<file path="src/rtl/minimax_mem_pkg.sv">
// Shared encodings for the minimax single-port memory arbiter.
package minimax_mem_pkg;

    localparam int STREAK_W = 4;

    // Who owns the read data coming back from the RAM in the current cycle
    typedef enum logic [1:0] {
        OWN_NONE = 2'd0,
        OWN_I    = 2'd1,
        OWN_D    = 2'd2
    } owner_e;

endpackage

</file>
<file path="src/rtl/minimax_mem_arbiter.sv">
// Arbitrates one single-port 1-cycle RAM between minimax fetch and data ports.
// Data has priority; fetch wins after D_MAX_STREAK data grants while it waits.
module minimax_mem_arbiter
    import minimax_mem_pkg::*;
#(
    parameter int AW           = 12,
    parameter int D_MAX_STREAK = 4
) (
    input  logic          clk,
    input  logic          reset_n,

    input  logic          i_req,
    input  logic [AW-1:0] i_addr,
    output logic          i_gnt,
    output logic          i_rvalid,
    output logic [15:0]   i_rdata,

    input  logic          d_req,
    input  logic [AW-1:0] d_addr,
    input  logic [31:0]   d_wdata,
    input  logic [3:0]    d_wmask,
    output logic          d_gnt,
    output logic          d_rvalid,
    output logic [31:0]   d_rdata,

    output logic          mem_en,
    output logic [AW-3:0] mem_addr,
    output logic [3:0]    mem_we,
    output logic [31:0]   mem_wdata,
    input  logic [31:0]   mem_rdata
);

    localparam logic [STREAK_W-1:0] STREAK_MAX = STREAK_W'(D_MAX_STREAK);

    logic [STREAK_W-1:0] streak_q;
    owner_e              own_q;
    logic                hsel_q;
    logic [15:0]         i_rdata_q;
    logic [31:0]         d_rdata_q;
    logic                fetch_starved;
    logic [15:0]         i_half;

    // Address bits below the access granularity are intentionally unused
    logic unused_addr_bits;
    assign unused_addr_bits = ^{i_addr[0], d_addr[1:0]};

    always_comb begin
        fetch_starved = i_req && (streak_q == STREAK_MAX);
        d_gnt         = reset_n && d_req && !fetch_starved;
        i_gnt         = reset_n && i_req && !d_gnt;
        mem_en        = i_gnt || d_gnt;
        mem_addr      = d_gnt ? d_addr[AW-1:2] : i_addr[AW-1:2];
        mem_we        = d_gnt ? d_wmask : 4'h0;
        mem_wdata     = d_wdata;
    end

    // Streak only grows while fetch is actually waiting behind data
    always_ff @(posedge clk) begin
        if (!reset_n) begin
            streak_q <= '0;
        end else if (d_gnt && i_req) begin
            if (streak_q != STREAK_MAX)
                streak_q <= streak_q + 4'd1;
        end else begin
            streak_q <= '0;
        end
    end

    always_ff @(posedge clk) begin
        if (!reset_n) begin
            own_q  <= OWN_NONE;
            hsel_q <= 1'b0;
        end else begin
            if (i_gnt)
                own_q <= OWN_I;
            else if (d_gnt && (d_wmask == 4'h0))
                own_q <= OWN_D;
            else
                own_q <= OWN_NONE;
            if (i_gnt)
                hsel_q <= i_addr[1];
        end
    end

    // Gating with reset_n drops a response still in flight when reset hits
    assign i_rvalid = reset_n && (own_q == OWN_I);
    assign d_rvalid = reset_n && (own_q == OWN_D);
    assign i_half   = hsel_q ? mem_rdata[31:16] : mem_rdata[15:0];

    // Live RAM data in the rvalid cycle, held copy afterwards
    always_ff @(posedge clk) begin
        if (!reset_n) begin
            i_rdata_q <= '0;
            d_rdata_q <= '0;
        end else begin
            if (i_rvalid)
                i_rdata_q <= i_half;
            if (d_rvalid)
                d_rdata_q <= mem_rdata;
        end
    end

    assign i_rdata = i_rvalid ? i_half    : i_rdata_q;
    assign d_rdata = d_rvalid ? mem_rdata : d_rdata_q;

endmodule

</file>
<file path="config.mk">
export PLATFORM = sky130hd
export DESIGN_NAME = minimax_mem_arbiter
export DESIGN_NICKNAME = d
export VERILOG_FILES = /design/src/rtl/minimax_mem_pkg.sv /design/src/rtl/minimax_mem_arbiter.sv
export SDC_FILE = /design/constraint.sdc
export NUM_CORES = 1
export LEC_CHECK = 0
export BUFFER_PORTS_ARGS = -buffer_cell sky130_fd_sc_hd__buf_4
export CAP_MARGIN = 20
export CORE_ASPECT_RATIO = 0.8
export CORE_MARGIN = 2
export CORE_UTILIZATION = 42
export CTS_CLUSTER_SIZE = 24
export DETAILED_ROUTE_END_ITERATION = 8
export MAX_ROUTING_LAYER = met4
export PLACE_DENSITY = 0.8
export RECOVER_POWER = 50
export SLEW_MARGIN = 15
export SYNTH_ARGS = -nofsm -noshare
export SYNTH_HDL_FRONTEND = slang
export SYNTH_SLANG_ARGS = --single-unit
</file>
<file path="constraint.sdc">
create_clock -name clk -period 1.5 [get_ports clk]
set_input_delay 0 -clock clk [delete_from_list [all_inputs] [get_ports clk]]
set_output_delay 0 -clock clk [all_outputs]
set_load 0.1 [all_outputs]
</file>
; Word level (Yosys, flattened, before mapping)
; Cells that the tools add are included.
; W data, S select, Z words.
[word_totals]
ff_bits = 55
elab_cells = 34
[op_classes]
muxes = 7
n_eq_ne = 4
addsub = 1
bitwise = 1
n_reduce_logical = 15
[op_table]
columns = operator, n
row1 = $mux W16, 2
row2 = $mux W32, 1
row3 = $mux W10, 1
row4 = $logic_and A1 B1 Y1, 9
row5 = $add A4 B1 Y4 const B, 1
row6 = $eq A4 B3 Y1 const B, 1
row7 = $logic_not A4 Y1, 1
row8 = $mux W4, 1
row9 = $ne A4 B3 Y1 const B, 1
row10 = $eq A2 B1 Y1 const B, 1
row11 = $eq A2 B2 Y1 const B, 1
row12 = $logic_not A1 Y1, 2
row13 = $mux W2, 1
row14 = $reduce_and A2 Y1, 1
row15 = $reduce_or A2 Y1, 1
row16 = $logic_or A1 B1 Y1, 1
row17 = $mux W1, 1
row18 = $not A1 Y1, 1

; Depth between registers and ports, before layout
; Gate-level depths: netlist of the first run.
[depth]
depth_word = 7
depth_mapped = 7

; Worst setup path before layout of the first run
; No wires, ideal clock.
[synth_timing]
path_kind = reg2out
startpoint = register streak_q[0]
endpoint = output i_gnt
path_stages_with_launch = 8
arrival_ns = 2.448
path_slack_ns = -0.948
path_buffers = 2
path_cell_list = dfxtp_1 > inv_1 > ha_1 > nand3b_1 > o211a_1 > buf_6 > buf_8 > nor2_1
[synth_between]
elab_chain_len = 6
[synth_rtl]
columns = item, line_no
row1 = start: declaration, minimax_mem_arbiter.sv:35  ; logic [STREAK_W-1:0] streak_q;
row2 = start signal: assignment, minimax_mem_arbiter.sv:63  ; streak_q <= streak_q + 4'd1;
row3 = $eq A4 B3 Y1, minimax_mem_arbiter.sv:48  ; fetch_starved = i_req && (streak_q == STREAK_MAX);
row4 = $logic_and A1 B1 Y1, minimax_mem_arbiter.sv:48
row5 = $logic_not A1 Y1, minimax_mem_arbiter.sv:49  ; d_gnt = reset_n && d_req && !fetch_starved;
row6 = $logic_and A1 B1 Y1, minimax_mem_arbiter.sv:49
row7 = via d_gnt, minimax_mem_arbiter.sv:22  ; output logic d_gnt,
row8 = $logic_not A1 Y1, minimax_mem_arbiter.sv:50  ; i_gnt = reset_n && i_req && !d_gnt;
row9 = $logic_and A1 B1 Y1, minimax_mem_arbiter.sv:50
row10 = end: declaration, minimax_mem_arbiter.sv:14  ; output logic i_gnt,
; The timed path passes the listed nets, and every way through them passes these cells.

; Worst setup path after layout of the first run
[layout_timing]
startpoint = register streak_q[0]
endpoint = output mem_addr[9]
[layout_between]
elab_chain_len = 5
[layout_rtl]
columns = item, line_no
row1 = $eq A4 B3 Y1, minimax_mem_arbiter.sv:48
row2 = $logic_and A1 B1 Y1, minimax_mem_arbiter.sv:48
row3 = $logic_not A1 Y1, minimax_mem_arbiter.sv:49
row4 = $logic_and A1 B1 Y1, minimax_mem_arbiter.sv:49
row5 = $mux W10, minimax_mem_arbiter.sv:52  ; mem_addr = d_gnt ? d_addr[AW-1:2] : i_addr[AW-1:2];
row6 = end: declaration, minimax_mem_arbiter.sv:27  ; output logic [AW-3:0] mem_addr,
; No other way between the ends.

==> out/metrics.csv, run 1 <==
metric;value;unit
Final Hold Fails;0;
Final Max Tran Viols;0;
CTS tree;yes;
worst setup path category;flop to output port;
complex-gate fraction of the synthesized area;15.4;%
nets;513;
max-cap viol count;0;
Peak VDD IR;0.000689;V
CP max stage delay;0.34;ns
Area Overhead vs Synth;95.8;%
Max Root-Sink Buffers;2;
Core Region;0.00651;mm²
overflow left after global routing;0;
Synth Register Bits;55;
most frequent cells in the layout;buf_4 (77), buf_12 (73), dfxtp_1 (50);
synth top area cells;dfxtp_1 (38%), mux2_2 (11%), buf_4 (8.6%);
failing checks;negative setup slack;
Tot GR Track Use;31.5;%
ANT nets after route;0;
top cell type's share of synthesized area;38.2;%
Worst EP required;1.50;ns
Clock Latency Late Sink;0.33;ns
status;finished, violations left;
FF+latch area;0.00111;mm²
register area share after synthesis;38.2;%
Die ar.;0.00755;mm²
CP arrival;1.97;ns
initial antenna violation count;0;
routed vias/inst;5.64;
Final min period;1.97;ns
worst-path cell chain;inv_2 -> ha_4 -> nand3b_1 -> o211a_4 -> buf_12 -> mux2_4 -> buf_12;
RSZ-0062 raised after global routing;yes;
Placer Congestion;0.862;
Antenna diodes;0;
Synth area leader;dfxtp_1;
vias post-DR;2822;
WL/cell;26.8;µm
initial drt markers;184;
share of layout cells above drive strength 1;68.3;%
Slew Limit Headroom;80.5;%
vias in the first global route;3095;
CTS root buf;clkbuf_8;
most common cell after layout, fill and taps aside;buf_4;
Mapped Cells;278;
fillers;276;
Hold Path Class;primary input to output port;
die extent in x;96.6;µm
number of remaining DRC errors;0;
Critical Path Slowest Stage Cell;dfxtp_2;
Startpoint Class;flop;
Layout Skew;0.0123;ns
WL final;13400;µm
CTS HTree Levels;2;
dpl cell area;0.00398;mm²
Num CTS Buffers;5;
YS warnings;0;
I/O pins;195;
final worst path period share;131;%
f_max;0.509;GHz
Power Dens Cells;726;mW/mm²
critical path fanouts, max;8;
Critical Path Sink Type;output port;
mapped cell area;0.00288;mm²
Post-Synth Simple-Gate Area;15.1;%
Inst Count DP;453;
CTS Sinks;55;
Die H;78.1;µm
clock transition at the registers of the reported paths;0.10;ns
Synth Area in Adders;0.868;%
mean post-synth cell area;10.4;µm²
actual slew at the worst max-slew pin;0.293;ns
Leak;2.76;nW
Worst Slack Setup Final;-0.466;ns
Mapped Nets;376;
Crit path top cell by count;buf_12;
largest family of logic cells by synthesized area;multiplexers;
port bufs;127;
final setup violating endpoints;91;
detailed-placement wirelength estimate;5880;µm
# rows;26;
multiplexer share of the synthesized area;17.4;%
drt pass-1 iters;5;
Distinct cells, synth;28;
pin count of the biggest net entering global routing;22;
Post-Layout Cell Count;500;
final instance area;0.00565;mm²
Multi-input gate area;0.00179;mm²
Synth Area in XOR/XNOR;0.304;%
global-route wire length before repair;18000;µm
Initial Utilization;44.3;%
-- logic make-up (layout without fill, tap and decap cells) --
family,Yosys count,after routing
AND/OR/NAND/NOR,69,69
adder cells (fa/ha/maj),2,2
XOR/XNOR,1,1
flip-flops,55,55
AO/OA/AOI/OAI,51,51
multiplexers,44,44
buffers and inverters,56,194
-- critical path, delay by kind of cell (launching register included) --
kind	cells	cell delay, ns
buf+inv	3	0.39
flops	1	0.34
mux	1	0.32
compound gates	1	0.31
simple gates	1	0.14
fa+ha+maj	1	0.13
-- Yosys cell counts, drive strengths merged --
master and count:
a211o 16, a21oi 1, and2 36, and2b 1
and3 1, buf 44, clkbuf 6, dfxtp 55
ha 2, inv 6, mux2 42, mux2i 2
nand2 3, nand3 1, nand3b 3, nand4 1
nor2 7, nor2b 15, nor4 1, o211a 17
o21a 17, xnor2 1
-- area by class of cell --
class                   count  share of cell area (%)
well taps                  84                    1.86
multi-input cells         167                    31.6
repair buffers            180                    43.9
inverters                   6                   0.510
clock buffers               5                    1.22
flip-flops and latches     55                    19.7
clock inverters             3                    1.20
-- metrics by stage --
step                power (mW)  setup WS [ns]  hold WS, ns  setup TNS, ns  utilization [%]
floorplan                 2.67         -0.155        0.142          -3.28                -
global placement          2.54        -0.0162     0.000681         -0.154             61.1
detailed placement        2.55        -0.0453     0.000681         -0.376             61.1
CTS                       3.98         -0.336     0.000681         -13.45             83.7
global route              4.18         -0.504     0.000126         -22.63             86.8
finish                    4.10         -0.466    0.0000386         -20.44             86.8
-- flip-flops by register name (all words and copies together) (netlist names) --
| signal | count |
|---|---|
| i_rdata_q | 16 |
| own_q | 2 |
| d_rdata_q | 32 |
| streak_q | 4 |
| hsel_q | 1 |
-- final timing paths --
| check | cells after the start | slack [ns] | start | end |
|---|---|---|---|---|
| worst min register to register | 1 | 0.54 | i_rdata_q[3]$_SDFF_PN0_ | i_rdata_q[3]$_SDFF_PN0_ |
| worst max-delay path | 7 | -0.47 | streak_q[0]$_SDFFE_PN0P_ | mem_addr[9] |
| worst max register to register | 7 | -0.16 | own_q[1]$_SDFF_PP0_ | d_rdata_q[26]$_SDFF_PN0_ |
| worst min-delay path | 0 | 0.00004 | d_wdata[23] | mem_wdata[23] |
-- routing by layer --
layer  global-route usage, %  share of wire (%)  vias up
met1                    35.6                 40     1416
met5                       -                  0        -
met2                    54.7                 52      161
met3                    6.77                4.8       47
met4                    13.2                3.5        0
li1                        -                  -     1198
-- repair_timing --
action,4_1_cts,5_1_grt
endpoints found under the hold margin,2,0
hold buffers,3,0
gates resized for setup,223,63
gates cloned,7,1
endpoints found under the setup margin,64,108
buffers inserted,20,18
pin swaps,5,9
-- power breakdown --
group	switching (mW)	internal, mW	total (mW)
Clock	0.532	0.666	1.20
Sequential	0.0231	1.49	1.51
Combinational	0.803	0.593	1.40
No activity file was read; power rests on OpenSTA's default activity.
==> run 2, diff against run 1 <==
Settings changed: REMOVE_ABC_BUFFERS set to 1.
==> run 2 against run 1 <==
Effect of this change:
- the run still ends with negative setup slack left
- via count is 7.8% lower
- final cell count is 1.4% lower
- non-clock buffer count is 5 lower
- clock power is 35% lower
- first-iteration DRC count is 53% lower
- hold slack hardly changed
- clock skew is 0.0022 ns lower
- critical path type unchanged
- critical endpoint is now mem_addr[4]
- largest cell class unchanged
- highest routed layer unchanged
==> out/metrics.csv, run 2 (synthesized netlist as in run 1, its figures left out) <==
metric;value;unit
status;finished, violations left;
failing checks;negative setup slack;
Power Dens Cells;678;mW/mm²
Initial Utilization;44.3;%
Final Hold Fails;0;
CTS root buf;clkbuf_8;
vias in the first global route;2762;
Inst Count DP;454;
initial drt markers;86;
Placer Congestion;0.776;
Largest Register;d_rdata_q;
Area Overhead vs Synth;82.1;%
Crit path top cell by count;buf_12;
# rows;26;
Peak VDD IR;0.000555;V
Worst EP required;1.50;ns
number of remaining DRC errors;0;
most common cell after layout, fill and taps aside;buf_4;
CP arrival;1.92;ns
clock transition at the registers of the reported paths;0.10;ns
most frequent cells in the layout;buf_4 (77), buf_12 (64), dfxtp_1 (50);
Clock Latency Late Sink;0.31;ns
CP top delay family;buffers and inverters;
Max Root-Sink Buffers;2;
Design Power;3.56;mW
ANT nets after route;0;
worst-path cell chain;inv_2 -> ha_4 -> nand3b_1 -> o211a_4 -> buf_12 -> mux2_4 -> buf_12;
Tot GR Track Use;28.1;%
vias post-DR;2601;
f_max;0.522;GHz
detailed-placement wirelength estimate;6340;µm
Die H;78.1;µm
final instance area;0.00525;mm²
routed vias/inst;5.28;
R2R cell count;5;
critical path fanouts, max;5;
global-route wire length before repair;16000;µm
WL/cell;22.7;µm
final worst path period share;128;%
die extent in x;96.6;µm
fillers;382;
Startpoint Class;flop;
Hold Path Class;primary input to output port;
drt pass-1 iters;4;
CTS HTree Levels;2;
Min-Delay Path Depth;0;
dpl cell area;0.00376;mm²
Top Registers;d_rdata_q: 32 flops, i_rdata_q: 16 flops, streak_q: 4 flops;
share of layout cells above drive strength 1;61.1;%
max FFs per register;32;
nets;508;
Critical Path Slowest Stage Cell;dfxtp_2;
setup tns final;-16.06;ns
Layout Skew;0.0101;ns
actual slew at the worst max-slew pin;0.545;ns
port bufs;127;
final setup violating endpoints;73;
Antenna diodes;0;
Crit path buffers/inverters;3;
Critical Path Sink Type;output port;
Final min period;1.92;ns
pin count of the biggest net entering global routing;35;
initial antenna violation count;0;
I/O pins;195;
Leak;2.58;nW
Slew Limit Headroom;63.8;%
Core Region;0.00651;mm²
Post-Layout Cell Count;493;
Die ar.;0.00755;mm²
Final Max Tran Viols;0;
overflow left after global routing;0;
CTS tree;yes;
WHS;0.000217;ns
Num CTS Buffers;5;
RSZ-0062 raised after global routing;yes;
WL final;11200;µm
Worst path depth;7;
CTS Sinks;55;
Worst Slack Setup Final;-0.416;ns
worst setup path category;flop to output port;
max-cap viol count;0;
CP max stage delay;0.34;ns
[run 2: cell types whose count changed in the layout (fill, tap and decap cells not counted), sizes merged]
cell,change
buf,-4
bufinv,-2
clkbuf,+2
clkinvlp,-2
dlygate4sd3,-2
inv,+1
[run 2: layout make-up]
class | count | area [µm²] | share of cell area, %
Sequential cell | 55 | 1110 | 21.2
Inverter | 6 | 32.5 | 0.619
Clock buffer | 6 | 72.6 | 1.38
Multi-Input combinational cell | 167 | 1570 | 29.9
Timing Repair Buffer | 175 | 2360 | 44.9
Tap cell | 84 | 105 | 2.00
[run 2: through the flow]
stage	utilization [%]	setup slack, ns
6_report	80.7	-0.416
3_3_place_gp	57.8	-0.0343
3_5_place_dp	57.8	-0.0812
2_1_floorplan	-	-1.34
5_1_grt	80.7	-0.501
4_1_cts	76.8	-0.379
[run 2: per-layer routing]
| metal | routed length [µm] | global-route usage [%] | vias up |
|---|---|---|---|
| li1 | - | - | 1194 |
| met1 | 4140 | 29.6 | 1275 |
| met2 | 5640 | 46.8 | 124 |
| met3 | 1330 | 17.5 | 8 |
| met4 | 79 | 3.24 | 0 |
| met5 | 0 | - | - |
[run 2: final timing paths]
| kind | slack (ns) | endpoint | start |
|---|---|---|---|
| hold reg to reg | 0.51 | i_rdata_q[9]$_SDFF_PN0_ | i_rdata_q[9]$_SDFF_PN0_ |
| hold / removal | 0.0002 | mem_wdata[17] | d_wdata[17] |
| setup reg to reg | -0.07 | i_rdata_q[12]$_SDFF_PN0_ | own_q[1]$_SDFF_PP0_ |
| setup / recovery | -0.42 | mem_addr[4] | streak_q[1]$_SDFFE_PN0P_ |
[run 2: repair_timing]
action	CTS	global route
setup endpoints to repair	65	89
endpoints found under the hold margin	1	0
hold buffers	1	0
buffers inserted	18	9
resized for setup	218	69
pin swaps	21	6
cloned	8	1
[run 2: report_power, final]
| group | leakage (nW) | switching (mW) | total, mW | internal [mW] |
|---|---|---|---|---|
| clock | 0.0371 | 0.464 | 0.778 | 0.314 |
| combinational | 2.10 | 0.746 | 1.28 | 0.535 |
| sequential | 0.448 | 0.0167 | 1.50 | 1.48 |
[run 2: worst reg2reg max path, cell delays in order, from the launching register on]
cell and delay [ns]:
dfxtp_2 0.35, nand3b_2 0.35, buf_6 0.22, a211o_1 0.30, buf_4 0.14, o211a_1 0.11
